`src/rtl/song_pkg.sv`:
```
// rtl/song_pkg.sv - shared constants and types for the song sequencer
package song_pkg;

  localparam int SONG_NOTE_BITS = 5;
  localparam int SONG_DUR_BITS  = 3;

  // Note codes with special meaning in the song ROM.
  localparam logic [SONG_NOTE_BITS-1:0] NOTE_REST = '0;
  localparam logic [SONG_NOTE_BITS-1:0] NOTE_END  = '1;

  typedef enum logic [2:0] {
    IDLE,
    FETCH,
    LOAD,
    PLAY,
    GAP,
    PAUSED
  } state_t;

  // Substate to return to when a paused note is re-fetched.
  typedef enum logic [1:0] {
    RES_NONE,
    RES_PLAY,
    RES_GAP
  } resume_t;

  typedef struct packed {
    logic [SONG_NOTE_BITS-1:0] note;
    logic [SONG_DUR_BITS-1:0]  dur;
  } entry_t;

endpackage

```
`src/rtl/tick_counter.sv`:
```
// rtl/tick_counter.sv - loadable down-counter of beat ticks
//
// Ports:
//   clk, rst_n  clock and asynchronous active-low reset
//   load        load load_val (takes priority over en)
//   load_val    value loaded; the counter then needs load_val+1 ticks to finish
//   en          one beat tick to consume; saturates at zero
//   zero        count has reached zero, the next tick ends the interval
module tick_counter #(
  parameter int WIDTH = 3
) (
  input  logic             clk,
  input  logic             rst_n,
  input  logic             load,
  input  logic [WIDTH-1:0] load_val,
  input  logic             en,
  output logic             zero
);

  logic [WIDTH-1:0] count;

  always_ff @(posedge clk or negedge rst_n) begin
    if (!rst_n) begin
      count <= '0;
    end else if (load) begin
      count <= load_val;
    end else if (en && (count != '0)) begin
      count <= count - 1'b1;
    end
  end

  assign zero = (count == '0);

endmodule

```
`src/rtl/song_sequencer.sv`:
```
// rtl/song_sequencer.sv - steps through a song ROM timed by beat ticks
//
// Ports:
//   clk, rst_n  clock and asynchronous active-low reset
//   play        pulse: start from IDLE or resume from PAUSED
//   pause       pulse: hold the current position
//   stop        pulse: abort and return to address 0
//   loop_en     level: restart at address 0 at end of song
//   beat_tick   one-cycle pulse from the beat cascade
//   beat_en     enable to the beat cascade (high in PLAY and GAP)
//   rom_addr    registered song ROM address
//   rom_data    {note, dur} read back one cycle after rom_addr changes
//   note_out    note code to the tone generator, 0 = silence
//   playing     high in FETCH, LOAD, PLAY and GAP
//   song_done   one-cycle pulse when the song ends without looping
module song_sequencer
  import song_pkg::*;
#(
  parameter int ADDR_BITS = 8,
  parameter int NOTE_BITS = 5,
  parameter int DUR_BITS  = 3,
  parameter int SONG_LEN  = 256,
  parameter int GAP_TICKS = 1
) (
  input  logic                          clk,
  input  logic                          rst_n,
  input  logic                          play,
  input  logic                          pause,
  input  logic                          stop,
  input  logic                          loop_en,
  input  logic                          beat_tick,
  output logic                          beat_en,
  output logic [ADDR_BITS-1:0]          rom_addr,
  input  logic [NOTE_BITS+DUR_BITS-1:0] rom_data,
  output logic [NOTE_BITS-1:0]          note_out,
  output logic                          playing,
  output logic                          song_done
);

  // A zero-width counter is illegal, so legato builds keep a 1-bit stub.
  localparam int GAP_W = (GAP_TICKS > 0) ? $clog2(GAP_TICKS + 1) : 1;
  localparam logic [ADDR_BITS-1:0] LAST_ADDR = ADDR_BITS'(SONG_LEN - 1);
  localparam logic [GAP_W-1:0]     GAP_LOAD  = GAP_W'(GAP_TICKS - 1);

  state_t  state, nxt;
  resume_t resume, resume_nxt;

  logic [ADDR_BITS-1:0] addr_nxt;
  logic [NOTE_BITS-1:0] note_nxt;
  logic                 done_nxt;

  logic [NOTE_BITS-1:0] rd_note;
  logic [DUR_BITS-1:0]  rd_dur;

  logic cmd_stop, cmd_pause, cmd_play, tick;
  logic dur_load, dur_en, dur_zero;
  logic gap_load, gap_en, gap_zero;
  logic do_adv, do_end;

  assign rd_note = rom_data[NOTE_BITS+DUR_BITS-1:DUR_BITS];
  assign rd_dur  = rom_data[DUR_BITS-1:0];

  // Only commands that actually act in the current state take part in the
  // priority chain; an effective command swallows a coincident beat tick.
  assign cmd_stop  = stop && (state != IDLE);
  assign cmd_pause = !cmd_stop && pause &&
                     ((state == FETCH) || (state == LOAD) ||
                      (state == PLAY)  || (state == GAP));
  assign cmd_play  = !cmd_stop && !cmd_pause && play &&
                     ((state == IDLE) || (state == PAUSED));
  assign tick      = beat_tick && !cmd_stop && !cmd_pause;

  // Remaining duration: loaded with dur, the note ends on the tick seen at zero.
  tick_counter #(.WIDTH(DUR_BITS)) u_dur_cnt (
    .clk      (clk),
    .rst_n    (rst_n),
    .load     (dur_load),
    .load_val (rd_dur),
    .en       (dur_en),
    .zero     (dur_zero)
  );

  tick_counter #(.WIDTH(GAP_W)) u_gap_cnt (
    .clk      (clk),
    .rst_n    (rst_n),
    .load     (gap_load),
    .load_val (GAP_LOAD),
    .en       (gap_en),
    .zero     (gap_zero)
  );

  always_comb begin
    nxt        = state;
    resume_nxt = resume;
    addr_nxt   = rom_addr;
    note_nxt   = note_out;
    done_nxt   = 1'b0;
    dur_load   = 1'b0;
    dur_en     = 1'b0;
    gap_load   = 1'b0;
    gap_en     = 1'b0;
    do_adv     = 1'b0;
    do_end     = 1'b0;

    if (cmd_stop) begin
      nxt        = IDLE;
      addr_nxt   = '0;
      note_nxt   = '0;
      resume_nxt = RES_NONE;
    end else if (cmd_pause) begin
      nxt      = PAUSED;
      note_nxt = '0;
      // A pause during the re-fetch keeps the substate saved earlier.
      if (state == PLAY) begin
        resume_nxt = RES_PLAY;
      end else if (state == GAP) begin
        resume_nxt = RES_GAP;
      end
    end else begin
      case (state)
        IDLE: begin
          note_nxt = '0;
          if (cmd_play) nxt = FETCH;
        end
        FETCH: begin
          nxt = LOAD;
        end
        LOAD: begin
          resume_nxt = RES_NONE;
          if (resume == RES_PLAY) begin
            note_nxt = rd_note;
            nxt      = PLAY;
          end else if (resume == RES_GAP) begin
            note_nxt = '0;
            nxt      = GAP;
          end else if (rd_note == {NOTE_BITS{1'b1}}) begin
            do_end = 1'b1;
          end else begin
            note_nxt = rd_note;
            dur_load = 1'b1;
            nxt      = PLAY;
          end
        end
        PLAY: begin
          if (tick) begin
            if (!dur_zero) begin
              dur_en = 1'b1;
            end else if (GAP_TICKS > 0) begin
              note_nxt = '0;
              gap_load = 1'b1;
              nxt      = GAP;
            end else begin
              do_adv = 1'b1;
            end
          end
        end
        GAP: begin
          note_nxt = '0;
          if (tick) begin
            if (gap_zero) do_adv = 1'b1;
            else          gap_en = 1'b1;
          end
        end
        PAUSED: begin
          note_nxt = '0;
          if (cmd_play) nxt = FETCH;
        end
        default: begin
          nxt = IDLE;
        end
      endcase

      if (do_adv) begin
        if (rom_addr == LAST_ADDR) begin
          do_end = 1'b1;
        end else begin
          addr_nxt = rom_addr + 1'b1;
          nxt      = FETCH;
        end
      end

      if (do_end) begin
        addr_nxt   = '0;
        resume_nxt = RES_NONE;
        if (loop_en) begin
          nxt = FETCH;
        end else begin
          nxt      = IDLE;
          note_nxt = '0;
          done_nxt = 1'b1;
        end
      end
    end
  end

  always_ff @(posedge clk or negedge rst_n) begin
    if (!rst_n) begin
      state     <= IDLE;
      resume    <= RES_NONE;
      rom_addr  <= '0;
      note_out  <= '0;
      beat_en   <= 1'b0;
      playing   <= 1'b0;
      song_done <= 1'b0;
    end else begin
      state     <= nxt;
      resume    <= resume_nxt;
      rom_addr  <= addr_nxt;
      note_out  <= note_nxt;
      song_done <= done_nxt;
      // Decoded from the next state so the outputs line up with the state.
      beat_en   <= (nxt == PLAY) || (nxt == GAP);
      playing   <= (nxt != IDLE) && (nxt != PAUSED);
    end
  end

endmodule

```
`config.mk`:
```
export PLATFORM = sky130hd
export DESIGN_NAME = song_sequencer
export DESIGN_NICKNAME = d
export VERILOG_FILES = /design/src/rtl/song_pkg.sv /design/src/rtl/tick_counter.sv /design/src/rtl/song_sequencer.sv
export SDC_FILE = /design/constraint.sdc
export NUM_CORES = 1
export LEC_CHECK = 0
export CORE_MARGIN = 2
export CORE_UTILIZATION = 55
export DETAILED_ROUTE_END_ITERATION = 16
export PLACE_DENSITY = 0.85
export SETUP_SLACK_MARGIN = 0.3
export SLEW_MARGIN = 40
export SYNTH_ARGS = -nofsm -noshare
export SYNTH_HDL_FRONTEND = slang
export SYNTH_SLANG_ARGS = --single-unit
```
`constraint.sdc`:
```
create_clock -name clk -period 3.5 [get_ports clk]
set_input_delay 0.7 -clock clk [delete_from_list [all_inputs] [get_ports clk]]
set_output_delay 0.7 -clock clk [all_outputs]
set_load 0.05 [all_outputs]
```
Word level (Yosys, flattened, before mapping)
Cells that the tools add are included.
{ "totals": {"regBits": 25, "input_bits": 15, "out_inout_bits": 16, "word_cells": 134} }
{ "classes": {"n_addsub": 3, "eq_ne": 15, "muxes": 76, "n_reduce_logical": 31} }
{ "op_table": {"columns": ["operator", "count"], "rows": [
  ["5-bit 2-to-1 mux", 9],
  ["1-bit 2-to-1 mux", 41],
  ["8-bit 2-to-1 mux", 5],
  ["3-bit 2-to-1 mux", 13],
  ["3-bit one-hot mux with 5 select lines", 1],
  ["5-bit one-hot mux with 3 select lines", 1],
  ["2-bit 2-to-1 mux", 6],
  ["3-bit nonzero test", 4],
  ["1-bit logical AND", 11],
  ["3-bit by 2-bit equality test with 1-bit output, second input constant", 3],
  ["3-bit equality test, second input constant", 3],
  ["8-bit by 1-bit adder with 8-bit output, second input constant", 1],
  ["8-bit equality test, second input constant", 1],
  ["3-bit zero test", 2],
  ["5-bit equality test, second input constant", 1],
  ["1-bit logical OR", 5],
  ["4-bit by 2-bit inequality test with 1-bit output, second input constant", 1],
  ["2-bit nonzero test", 2],
  ["4-bit nonzero test", 1],
  ["3-bit by 1-bit equality test with 1-bit output, second input constant", 1],
  ["3-bit by 2-bit inequality test with 1-bit output, second input constant", 1],
  ["3-bit inequality test, second input constant", 1],
  ["3-bit AND reduction", 1],
  ["3-bit OR reduction", 1],
  ["8 further kinds", 9]
]} }

Depth between registers and ports, before layout
Gate-level depths: netlist (run 1).
{ "depth": {"word_depth": 19, "ltp_mapped": 8, "ltp_nobuf": 8} }

Hierarchy
Synthesis (run 1) repeated with hierarchy kept, for this count alone.
{ "unflattened": {"cells_unflattened": 180, "hier_area_um2": 1577.8} }
{ "by_module_without_submodules": {"columns": ["mod", "n_inst", "cells_each", "area_per_inst_um2", "seq_area_each_um2"], "rows": [
  ["song_sequencer", 1, 157, 1325.0, 525.5],
  ["tick_counter at u_dur_cnt", 1, 19, 207.7, 75.1],
  ["tick_counter at u_gap_cnt", 1, 4, 45.0, 25.0]
]} }

Worst setup path after synthesis (run 1)
No wires, ideal clock.
{ "synth_path": {"path_kind": "in2reg", "from": "in pause", "to": "reg playing", "setup_time_ns": 0.118, "t_arrival_ns": 1.937, "required_time_ns": 3.382, "slack_ns": 1.445, "path_stages": 6, "path_buffers": 0, "cell_sequence": "nor3b_4 > nand4b_2 > o21a_1 > o32a_1 > xor2_1 > a21o_1"} }
{ "synth_between": {"elab_chain_cells": 16, "word_cells_on_any_way": 25} }
{ "synth_lines": {"columns": ["item", "line", "source"], "rows": [
  ["start: declaration", "song_sequencer.sv:28", "input logic pause,"],
  ["1-bit logical AND (*) (2 in series)", "song_sequencer.sv:66", "assign cmd_pause = !cmd_stop && pause &&"],
  ["1-bit zero test", "song_sequencer.sv:69, song_sequencer.sv:71", null],
  ["1-bit logical AND", "song_sequencer.sv:71", "assign tick = beat_tick && !cmd_stop && !cmd_pause;"],
  ["1-bit 2-to-1 mux", "song_sequencer.sv:159", "if (tick) begin"],
  ["1-bit 2-to-1 mux", null, null],
  ["1-bit 2-to-1 mux", "song_sequencer.sv:110", "end else if (cmd_pause) begin"],
  ["1-bit 2-to-1 mux", "song_sequencer.sv:105", "if (cmd_stop) begin"],
  ["1-bit 2-to-1 mux", "song_sequencer.sv:173", "if (do_adv) begin"],
  ["1-bit 2-to-1 mux", "song_sequencer.sv:110", null],
  ["1-bit 2-to-1 mux", "song_sequencer.sv:105", null],
  ["3-bit 2-to-1 mux", "song_sequencer.sv:182", "if (do_end) begin"],
  ["3-bit 2-to-1 mux (*)", "song_sequencer.sv:110", null],
  ["3-bit 2-to-1 mux (*)", "song_sequencer.sv:105", null],
  ["3-bit inequality test / 3-bit nonzero test (equally long branches)", "song_sequencer.sv:213", "playing <= (nxt != IDLE) && (nxt != PAUSED);"],
  ["1-bit logical AND (*)", "song_sequencer.sv:213", null],
  ["end signal: assignment", "song_sequencer.sv:213", null],
  ["end: declaration", "song_sequencer.sv:36", "output logic playing,"]
]} }
Every way passes the cells marked *; elsewhere a longest branch is shown, timed or not. The select of a mux whose other input is x is not followed.
A chain may end at the register's enable or synchronous reset.

Worst setup path in the final report (run 1)
{ "layout_path": {"from": "in stop", "to": "reg playing"} }
{ "layout_between": {"elab_chain_cells": 18, "word_cells_on_any_way": 28} }
{ "layout_lines": {"columns": ["item", "line", "source"], "rows": [
  ["start: declaration", "song_sequencer.sv:29", "input logic stop,"],
  ["1-bit logical AND (*)", "song_sequencer.sv:65", "assign cmd_stop = stop && (state != IDLE);"],
  ["1-bit zero test", "song_sequencer.sv:66, song_sequencer.sv:69, song_sequencer.sv:71", null],
  ["1-bit logical AND (2 in series)", "song_sequencer.sv:66", null],
  ["1-bit zero test", "song_sequencer.sv:69, song_sequencer.sv:71", null],
  ["1-bit logical AND", "song_sequencer.sv:71", null],
  ["1-bit 2-to-1 mux", "song_sequencer.sv:159", null],
  ["1-bit 2-to-1 mux", null, null],
  ["1-bit 2-to-1 mux", "song_sequencer.sv:110", null],
  ["1-bit 2-to-1 mux", "song_sequencer.sv:105", null],
  ["1-bit 2-to-1 mux", "song_sequencer.sv:173", null],
  ["1-bit 2-to-1 mux", "song_sequencer.sv:110", null],
  ["1-bit 2-to-1 mux", "song_sequencer.sv:105", null],
  ["3-bit 2-to-1 mux", "song_sequencer.sv:182", null],
  ["3-bit 2-to-1 mux", "song_sequencer.sv:110", null],
  ["3-bit 2-to-1 mux (*)", "song_sequencer.sv:105", null],
  ["3-bit inequality test / 3-bit nonzero test (equally long branches)", "song_sequencer.sv:213", null],
  ["1-bit logical AND (*)", "song_sequencer.sv:213", null]
]} }
Marks and branches as above.

==> impl_metrics.tcl, run 1 <==
set metrics [dict create \
    outcome "completed" \
    cts_max_level 1 \
    slew_headroom_pct 63.2 \
    finalCritPeriodShare_pct 69.3 \
    synth-seq-area-share_pct 40.8 \
    synth.most_common_cell "dfrtp_1" \
    whs_ps 561 \
    synth_common_cells "dfrtp_1 (25), nand2_1 (16), a21oi_1 (13)" \
    numCtsBuffers 3 \
    clock.fmax_mhz 412 \
    synth_area_mm2 0.00153 \
    nNetsFinal 210 \
    synthTopCellsByArea "dfrtp_1 (41%), a21oi_1 (4.2%), nand2_1 (3.9%), xor2_1 (3.4%), nor2_1 (2.9%)" \
    pin_count 31 \
    yosys.area.top_type "dfrtp_1" \
    vias 1350 \
    hp-class "reg2reg" \
    insertion_delay_ps 330 \
    synth_top_area_share_pct 40.8 \
    cts_tree "yes" \
    r2r_setup_slack_ps 1330 \
    drt_iter0_markers 70 \
    wire_per_inst_um 16.0 \
    antenna_cells 0 \
    worstSetupEndpointType "flop" \
    ant_nets 0 \
    crit_path_start_kind "input port" \
    maxCapViolCount 0 \
    grt_pass1_vias 1329 \
    cp_max_fo 6 \
    syn2layout_area_growth_pct 23.6 \
    critPathKind "in2reg" \
    finalHoldViolations 0 \
    arrival_ps 2660 \
    core_area_mm2 0.00271 \
    tightest_slew_ps 550 \
    fp-row-count 19 \
    port_buffers 30 \
    slew_viol_final 0 \
    p_leak_nw 0.806 \
    synth-main-ff-cell "dfrtp_1" \
    multi_input_area_um2 871 \
    clock_skew_ps 3.52 \
    viasPerCell 6.08 \
    fin_tns_setup_ps 0 \
    die_area_mm2 0.00323 \
    vdd_ir_drop_max_uv 397 \
    drive_gt1_share_pct 8.90 \
    synth_cell_type_count 47 \
    drc 0 \
    cts_num_sinks 25 \
    overflow 0 \
    firstDrtPassIters 4 \
    initial_core_util_pct 56.6 \
    root_buffer "clkbuf_4" \
    hpwlAfterDp_um 2740 \
    gp_congestion 0.855 \
    setup_viol 0 \
    cts_hold_buffers 0 \
    synth_seq_cells 25 \
    postSynthAreaPerCell_um2 9.65 \
    cts.clk_slew.worst_paths_ps 140 \
    crit_required_ps 3740 \
    clockBufferDepth 2 \
    finalCriticalPeriod_ps 2430 \
    grt_usage_pct 23.6 \
    nFillCells 224 \
    cts_setup_buffers 0 \
    postSynthCellCount 159 \
    syn_nets 177 \
    synth_edf_count 0 \
    grt_pass1_wl_um 5890 \
    yosysWarnings 0 \
    antenna_found_initial 0 \
    synth-async-reset-ratio_pct 100 \
    p_per_area_mw_per_mm2 606 \
    grt_max_degree 26 \
    cts_resized 0 \
    final-seq-area_um2 626 \
    die_y_um 56.8 \
    routed_wl_um 3540 \
    die_x_um 56.8 \
    rsz0062_at_grt "no" \
]
## critical path: stages
cell and delay, ps:
clkdlybuf4s50_1 520, nor3b_4 350, nand4b_2 210, o21a_1 290, o32a_1 220, xor2_1 170, a21o_1 190
## cells by family (layout without fill, tap and decap cells)
logic type / Yosys count / after routing / share of synthesized area [%]
and+or+nand+nor: 70 / 70 / 26.8
buffers and inverters: 9 / 41 / 2.45
AOI/OAI and AO/OA: 39 / 39 / 19.6
muxes: 3 / 3 / 2.12
adders and majority gates: 4 / 4 / 3.10
DFF: 25 / 25 / 40.8
xor gates and xnor gates: 9 / 9 / 5.14
## power by group
group / switching [W] / internal (W) / leakage, nW
Sequential: 0.0000868 / 0.000348 / 0.334
Clock: 0.0000917 / 0.0000438 / 0.0139
Combinational: 0.000335 / 0.000245 / 0.459
Total: 0.000513 / 0.000636 / 0.806
## per-stage QoR
step	utilization [%]	cells	area [µm²]	worst slack (ps)	power (W)
4_1_cts	69.9	222	1900	1070	0.00115
3_5_place_dp	68.8	218	1870	712	0.00101
6_report	69.9	222	1900	1070	0.00115
3_3_place_gp	68.8	218	1870	831	0.000984
5_1_grt	69.9	222	1900	977	0.00123
2_1_floorplan	-	159	1530	1440	0.000859
## state kept, by name (all words and copies together), names as in the netlist
| register | flops |
|---|---|
| beat_en | 1 |
| note_out | 5 |
| playing | 1 |
| resume | 2 |
| rom_addr | 8 |
| song_done | 1 |
| state | 3 |
| u_dur_cnt.count | 3 |
| u_gap_cnt.count | 1 |
## placed cells by master, fill, tap and decap left out, drive strengths merged, types with 4 or more instances in the layout
cell,instances
nand3,5
and2,4
xor2,6
a21oi,13
o21ai,5
clkdlybuf4s50,30
nor2,12
nor2b,5
nand4,7
inv,6
nand2,17
dfrtp,25
o311ai,5
and3,4
nor3b,5
## layer usage
layer | vias to the layer above | GRT usage (%) | routed length [µm]
met5 | - | 0 | 0
met4 | 0 | 13.0 | 95
met3 | 9 | 2.53 | 127
met2 | 39 | 38.0 | 1700
met1 | 652 | 31.1 | 1620
li1 | 650 | - | -
## final cells by class
| cell class | count | area share [%] |
|---|---|---|
| Multi-Input combinational cell | 125 | 45.9 |
| Timing Repair Buffer | 31 | 16.2 |
| Inverter | 6 | 1.19 |
| Clock buffer | 3 | 1.19 |
| Clock inverter | 1 | 0.396 |
| Tap cell | 31 | 2.05 |
| Sequential cell | 25 | 33.0 |
## path summary, 6_finish.rpt
| check | from | to | cells after the start |
|---|---|---|---|
| worst max register to register | state[1] | playing | 6 |
| worst min register to register | note_out[4] | note_out[4] | 2 |
| max in group asynchronous | rst_n | rom_addr[3] | 2 |
| worst min-delay path | note_out[4] | note_out[4] | 2 |
| min in group asynchronous | rst_n | rom_addr[0] | 2 |
| worst max-delay path | stop | playing | 7 |
No activity file was read; power rests on OpenSTA's default activity.
==> inputs of run 2 (changes only) <==
--- a/config.mk
+++ b/config.mk
@@ -6,9 +6,9 @@
 export NUM_CORES = 1
 export LEC_CHECK = 0
 export CORE_MARGIN = 2
-export CORE_UTILIZATION = 55
+export CORE_UTILIZATION = 51
 export DETAILED_ROUTE_END_ITERATION = 16
-export PLACE_DENSITY = 0.85
+export PLACE_DENSITY = 0.79
 export SETUP_SLACK_MARGIN = 0.3
 export SLEW_MARGIN = 40
 export SYNTH_ARGS = -nofsm -noshare
==> constraint.sdc (replaced) <==
create_clock -name clk -period 2.3 [get_ports clk]
set_input_delay 0.46 -clock clk [delete_from_list [all_inputs] [get_ports clk]]
set_output_delay 0.46 -clock clk [all_outputs]
set_load 0.05 [all_outputs]
==> impl_metrics.tcl, run 2 (same netlist as run 1, synthesis figures left out) <==
set metrics [dict create \
    clock.fmax_mhz 498 \
    power.share.clock_pct 10.3 \
    die_y_um 58.8 \
    initial_core_util_pct 54.7 \
    final_cell_mix "buf_4 (25), dfrtp_1 (21), nand2_1 (16)" \
    violations "DRC" \
    worstSetupEndpointType "flop" \
    p_switching_w 0.000883 \
    ant_nets 0 \
    fp-row-count 19 \
    arrival_ps 2250 \
    nNetsFinal 234 \
    grt_pass1_vias 1442 \
    p_per_area_mw_per_mm2 942 \
    numCtsBuffers 3 \
    maxCapViolCount 0 \
    tightest_slew_ps 514 \
    slew_viol_final 0 \
    outcome "complete, but fails checks" \
    core_area_mm2 0.00281 \
    insertion_delay_ps 330 \
    syn2layout_area_growth_pct 39.9 \
    setup_viol 0 \
    slew_headroom_pct 65.7 \
    largest_reg_flops 8 \
    rsz0062_at_grt "yes" \
    crit_buf_inv 1 \
    p_leak_nw 1.05 \
    drt_iter0_markers 122 \
    grt_pass1_wl_um 6380 \
    crit_family "compound AO/OA/AOI/OAI gates" \
    pin_count 31 \
    finalHoldViolations 0 \
    placed_area_mm2 0.00198 \
    max_stage_delay_ps 480 \
    antenna_cells 0 \
    timing.rr.end "playing" \
    drc 1 \
    viasPerCell 5.98 \
    gp_congestion 0.913 \
    root_buffer "clkbuf_4" \
    clockBufferDepth 2 \
    cp-startpoint "state[1]" \
    cts_max_level 1 \
    final-seq-area_um2 633 \
    clock_skew_ps 1.81 \
    r2r_cells 7 \
    cp_max_fo 8 \
    cts_num_sinks 25 \
    firstDrtPassIters 10 \
    cpMostUsedCell "a21o_1" \
    port_buffers 30 \
    final_cell_area_mm2 0.00215 \
    final_util_pct 76.5 \
    crit_path_cell_trace "buf_4 > nor3_1 > a21o_1 > a222oi_1 > o32a_1 > xor2_1 > a21o_1" \
    largest-register "rom_addr" \
    overflow 0 \
    vdd_ir_drop_max_uv 786 \
    finalCritPeriodShare_pct 87.3 \
    p_int_w 0.00114 \
    hp-class "in2async" \
    crit_required_ps 2540 \
    vias 1472 \
    critPathKind "reg2reg" \
    die_area_mm2 0.00346 \
    die_x_um 58.8 \
    cts_tree "yes" \
    critPathSlowestCell "dfrtp_2" \
    cp.depth 7 \
    r2r_setup_slack_ps 290 \
    switching_share_pct 43.7 \
    grt_usage_pct 24.0 \
    cp-endpoint "playing" \
    combPwrFrac_pct 56.1 \
    p_seq_share_pct 33.6 \
    dp_slack_ps -76.4 \
    routed_wl_um 4100 \
    grt_max_degree 26 \
    final_common_cell "buf_4" \
    fin_ws_ps 291 \
    cts.clk_slew.worst_paths_ps 140 \
    wire_per_inst_um 16.6 \
    r2r-start "state[1]" \
    nFillCells 203 \
    drive_gt1_share_pct 24.7 \
    multi_input_area_um2 936 \
    hpwlAfterDp_um 2820 \
    crit_path_start_kind "flop" \
    fin_tns_setup_ps 0 \
    top_regs "rom_addr (8), note_out (5)" \
    finalCriticalPeriod_ps 2010 \
    antenna_found_initial 0 \
]
==> run 2: cell count changes in the layout (fill, tap and decap cells not counted), moves of 3 or more <==
cell | previous run | this run
buf_4 | 1 | 25
clkdlybuf4s50_1 | 30 | 13
dfrtp_1 | 25 | 21
dfrtp_2 | 0 | 3
dlygate4sd2_1 | 0 | 12
dlymetal6s2s_1 | 0 | 5
nor3b_1 | 3 | 0
==> run 2: repair_timing <==
| action | 4_1_cts | 5_1_grt |
|---|---|---|
| gates resized for setup | 14 | 21 |
| setup buffers | 1 | 8 |
| endpoints found under the setup margin | 14 | 22 |
| hold buffers | 0 | 0 |
| pin swaps | 2 | 6 |
==> run 2: area by class of cell <==
cell class	instances	area share, %
clock buffer	3	1.05
clock inverter	1	0.350
inverter	6	1.05
multi-input combinational	125	43.6
sequential	25	29.5
tap	31	1.81
timing repair buffer	55	22.6
==> run 2: worst min path at each step <==
stage                      startpoint     endpoint  slack [ps]  depth (start not counted)
after floorplan                 rst_n      beat_en         160                          0
after global placement    note_out[2]  note_out[2]         520                          2
after detailed placement  note_out[1]  note_out[1]         530                          2
after CTS                       rst_n  note_out[1]         490                          2
after global routing            rst_n  note_out[1]         500                          2
final                           rst_n  note_out[4]         480                          2
==> run 2: power groups by stage <==
stage / clock network, W / registers [W] / logic, W
6_report: 0.000208 / 0.000680 / 0.00113
5_1_grt: 0.000228 / 0.000695 / 0.00123
2_1_floorplan: 0 / 0.000713 / 0.000593
4_1_cts: 0.000213 / 0.000651 / 0.000984
3_5_place_dp: 0 / 0.000656 / 0.000974
3_3_place_gp: 0 / 0.000649 / 0.000922
==> run 2: stage by stage <==
step           hold slack, ps  total power (W)  instances
2_1_floorplan             164          0.00131        159
3_3_place_gp              523          0.00157        233
3_5_place_dp              532          0.00163        233
4_1_cts                   487          0.00185        238
5_1_grt                   500          0.00215        246
6_report                  481          0.00202        246
==> run 2: routing by layer <==
metal | track usage [%] | wire [µm] | vias to the layer above
met5 | 0 | 0 | -
met4 | 10.1 | 56 | 0
met3 | 2.64 | 172 | 7
met2 | 39.5 | 2130 | 45
met1 | 32.0 | 1730 | 725
li1 | - | - | 695
==> inputs of run 3 (changes only) <==
--- a/config.mk
+++ b/config.mk
@@ -7,6 +7,7 @@
 export LEC_CHECK = 0
 export CORE_MARGIN = 2
 export CORE_UTILIZATION = 51
+export CTS_CLUSTER_SIZE = 40
 export DETAILED_ROUTE_END_ITERATION = 16
 export PLACE_DENSITY = 0.79
 export SETUP_SLACK_MARGIN = 0.3
==> results of run 3 <==
Final layout, timing and power as in run 2 (identical DEF).
==> RTL change: new RTL, config.mk and constraints of run 1 <==
`rom_addr` no longer has a reset.
--- a/src/rtl/song_sequencer.sv
+++ b/src/rtl/song_sequencer.sv
@@ -197,7 +197,6 @@
     if (!rst_n) begin
       state     <= IDLE;
       resume    <= RES_NONE;
-      rom_addr  <= '0;
       note_out  <= '0;
       beat_en   <= 1'b0;
       playing   <= 1'b0;
@@ -205,7 +204,6 @@
     end else begin
       state     <= nxt;
       resume    <= resume_nxt;
-      rom_addr  <= addr_nxt;
       note_out  <= note_nxt;
       song_done <= done_nxt;
       // Decoded from the next state so the outputs line up with the state.
@@ -214,5 +212,9 @@
     end
   end
 
+  always_ff @(posedge clk) begin
+    rom_addr <= addr_nxt;
+  end
+
 endmodule
 
Check against the original RTL: differs if rst_n is asserted again (counterexample within 10 cycles, from zero or initial values and one cycle with rst_n low); with rst_n held inactive, the same outputs for 10 cycles.
==> RTL change against run 1 <==
  * Area after synthesis is 2.4% lower
  * Sequential cell count stayed put
  * Wire length shrank 6.2%
  * Cell area shrank 3.6%
  * Total power decreased by 3.6%
  * Setup slack got worse by 0.10 ns
  * Hold slack lost 0.29 ns
  * Die area down 2.2%
  * Critical path type unchanged
==> RTL change: results (changes against run 1) <==
| Metric | Value |
|---|---|
| Met2 WL post-DR | 1.667 mm (-2.1%) |
| Final Total Pwr | 0.001108 W (-3.6%) |
| Max-slew headroom | 60.56% (-2.7 points) |
| P_sw | 0.0005020 W (-2.2%) |
| Met3 wire len | 109 microns (-14%) |
| Register Area | 585.6 sq um (-6.4%) |
| Outcome | completed |
| Signal buf overhead | 16.58% (+0.34 points) |
| Final nets | 212 (+0.95%) |
| Mux share of post-synthesis cell area | 2.423% (+0.30 points) |
| DP Wirelength | 2.601 mm (-5.2%) |
| Met1 GRT Util | 26.61% (-4.5 points) |
| Worst hold path class | input pin to asynchronous set/reset pin |
| Count of cell types in the netlist | 50 (+6.4%) |
| Via count | 1326 (-1.8%) |
| Mapped Cells | 164 (+3.1%) |
| Clock buffer cells | 4 (+1) |
| Worst VDD drop | 576.5 uV (+45%) |
| Global Route met3 Usage | 3.721% (+1.2 points) |
| Multi-input combinational area share | 47.05% (+1.1 points) |
| Starting DRC count in detailed routing | 33 (-53%) |
| XOR/XNOR Fraction of Synth Area | 5.263% (+0.12 points) |
| Fillers | 209 (-6.7%) |
| Metal-1 WL | 1.476 mm (-8.7%) |
| Top cells by count, synth | dfrtp_1 (17), nor2_1 (17), nand2_1 (16), a21oi_1 (14), dfxtp_1 (8) |
| Setup WS pre-CTS | 0.6362 ns (-0.07598 ns) |
| Final GP Congestion | 0.9595 (+12%) |
| Seq group | 0.000440 W (+1%) |
| Largest net degree at the start of global routing | 18 (-31%) |
| Placed Area | 1805 sq um (-3.2%) |
| DR WL/cell | 14.91 microns (-6.6%) |
| Post-synthesis adder-cell area fraction | 3.175% (+0.075 points) |
| First-pass GRT wire length | 5.609 mm (-4.7%) |
| Leak | 0.7069 nW (-12%) |
| Multi-input comb cells | 129 (+3.2%) |
| Seq/Total Area, Yosys | 39.10% (-1.7 points) |
| Most used routing layer | met2 |
| Pwr/cell area | 606.7 nW/um^2 (about the same) |
| Syn_nets | 182 (+2.8%) |
| Final std cells w/o fill | 223 (+0.45%) |
| Ys async rst share | 68.00% (-32 points) |
| Non-clk invs | 4 (-2) |
| Clock buf/inv share | 1.438% (-0.15 points) |
| Total GRT Usage | 22.20% (-1.4 points) |
| Clock Skew | 0.001705 ns (-0.001817 ns) |
| Fraction of layout cells with a size suffix above 1 | 10.36% (+1.5 points) |
## RTL change: changes by cell type after synthesis, sizes merged, moves of 4 or more
cell           run 1  this run
dfrtp             25        17
dfxtp              0         8
nor2              12        18
nand4              7         2
o211ai             0         5
o311ai             5         0
and3               4         0
nor4               0         4
xnor2              3         7
xor2               6         2
## RTL change: final timing paths
path                                                from                        to  slack (ns)
min in group clk                rom_addr[0]$_SDFFE_PP0P_  rom_addr[0]$_SDFFE_PP0P_        0.52
worst min register to register  rom_addr[0]$_SDFFE_PP0P_  rom_addr[0]$_SDFFE_PP0P_        0.52
max in group asynchronous                          rst_n         beat_en$_DFF_PN0_        2.96
worst max register to register        state[1]$_DFF_PN0_         beat_en$_DFF_PN0_        1.21
worst max-delay path                                stop         beat_en$_DFF_PN0_        0.97
worst min-delay path                               rst_n     note_out[4]$_DFF_PN0_        0.27
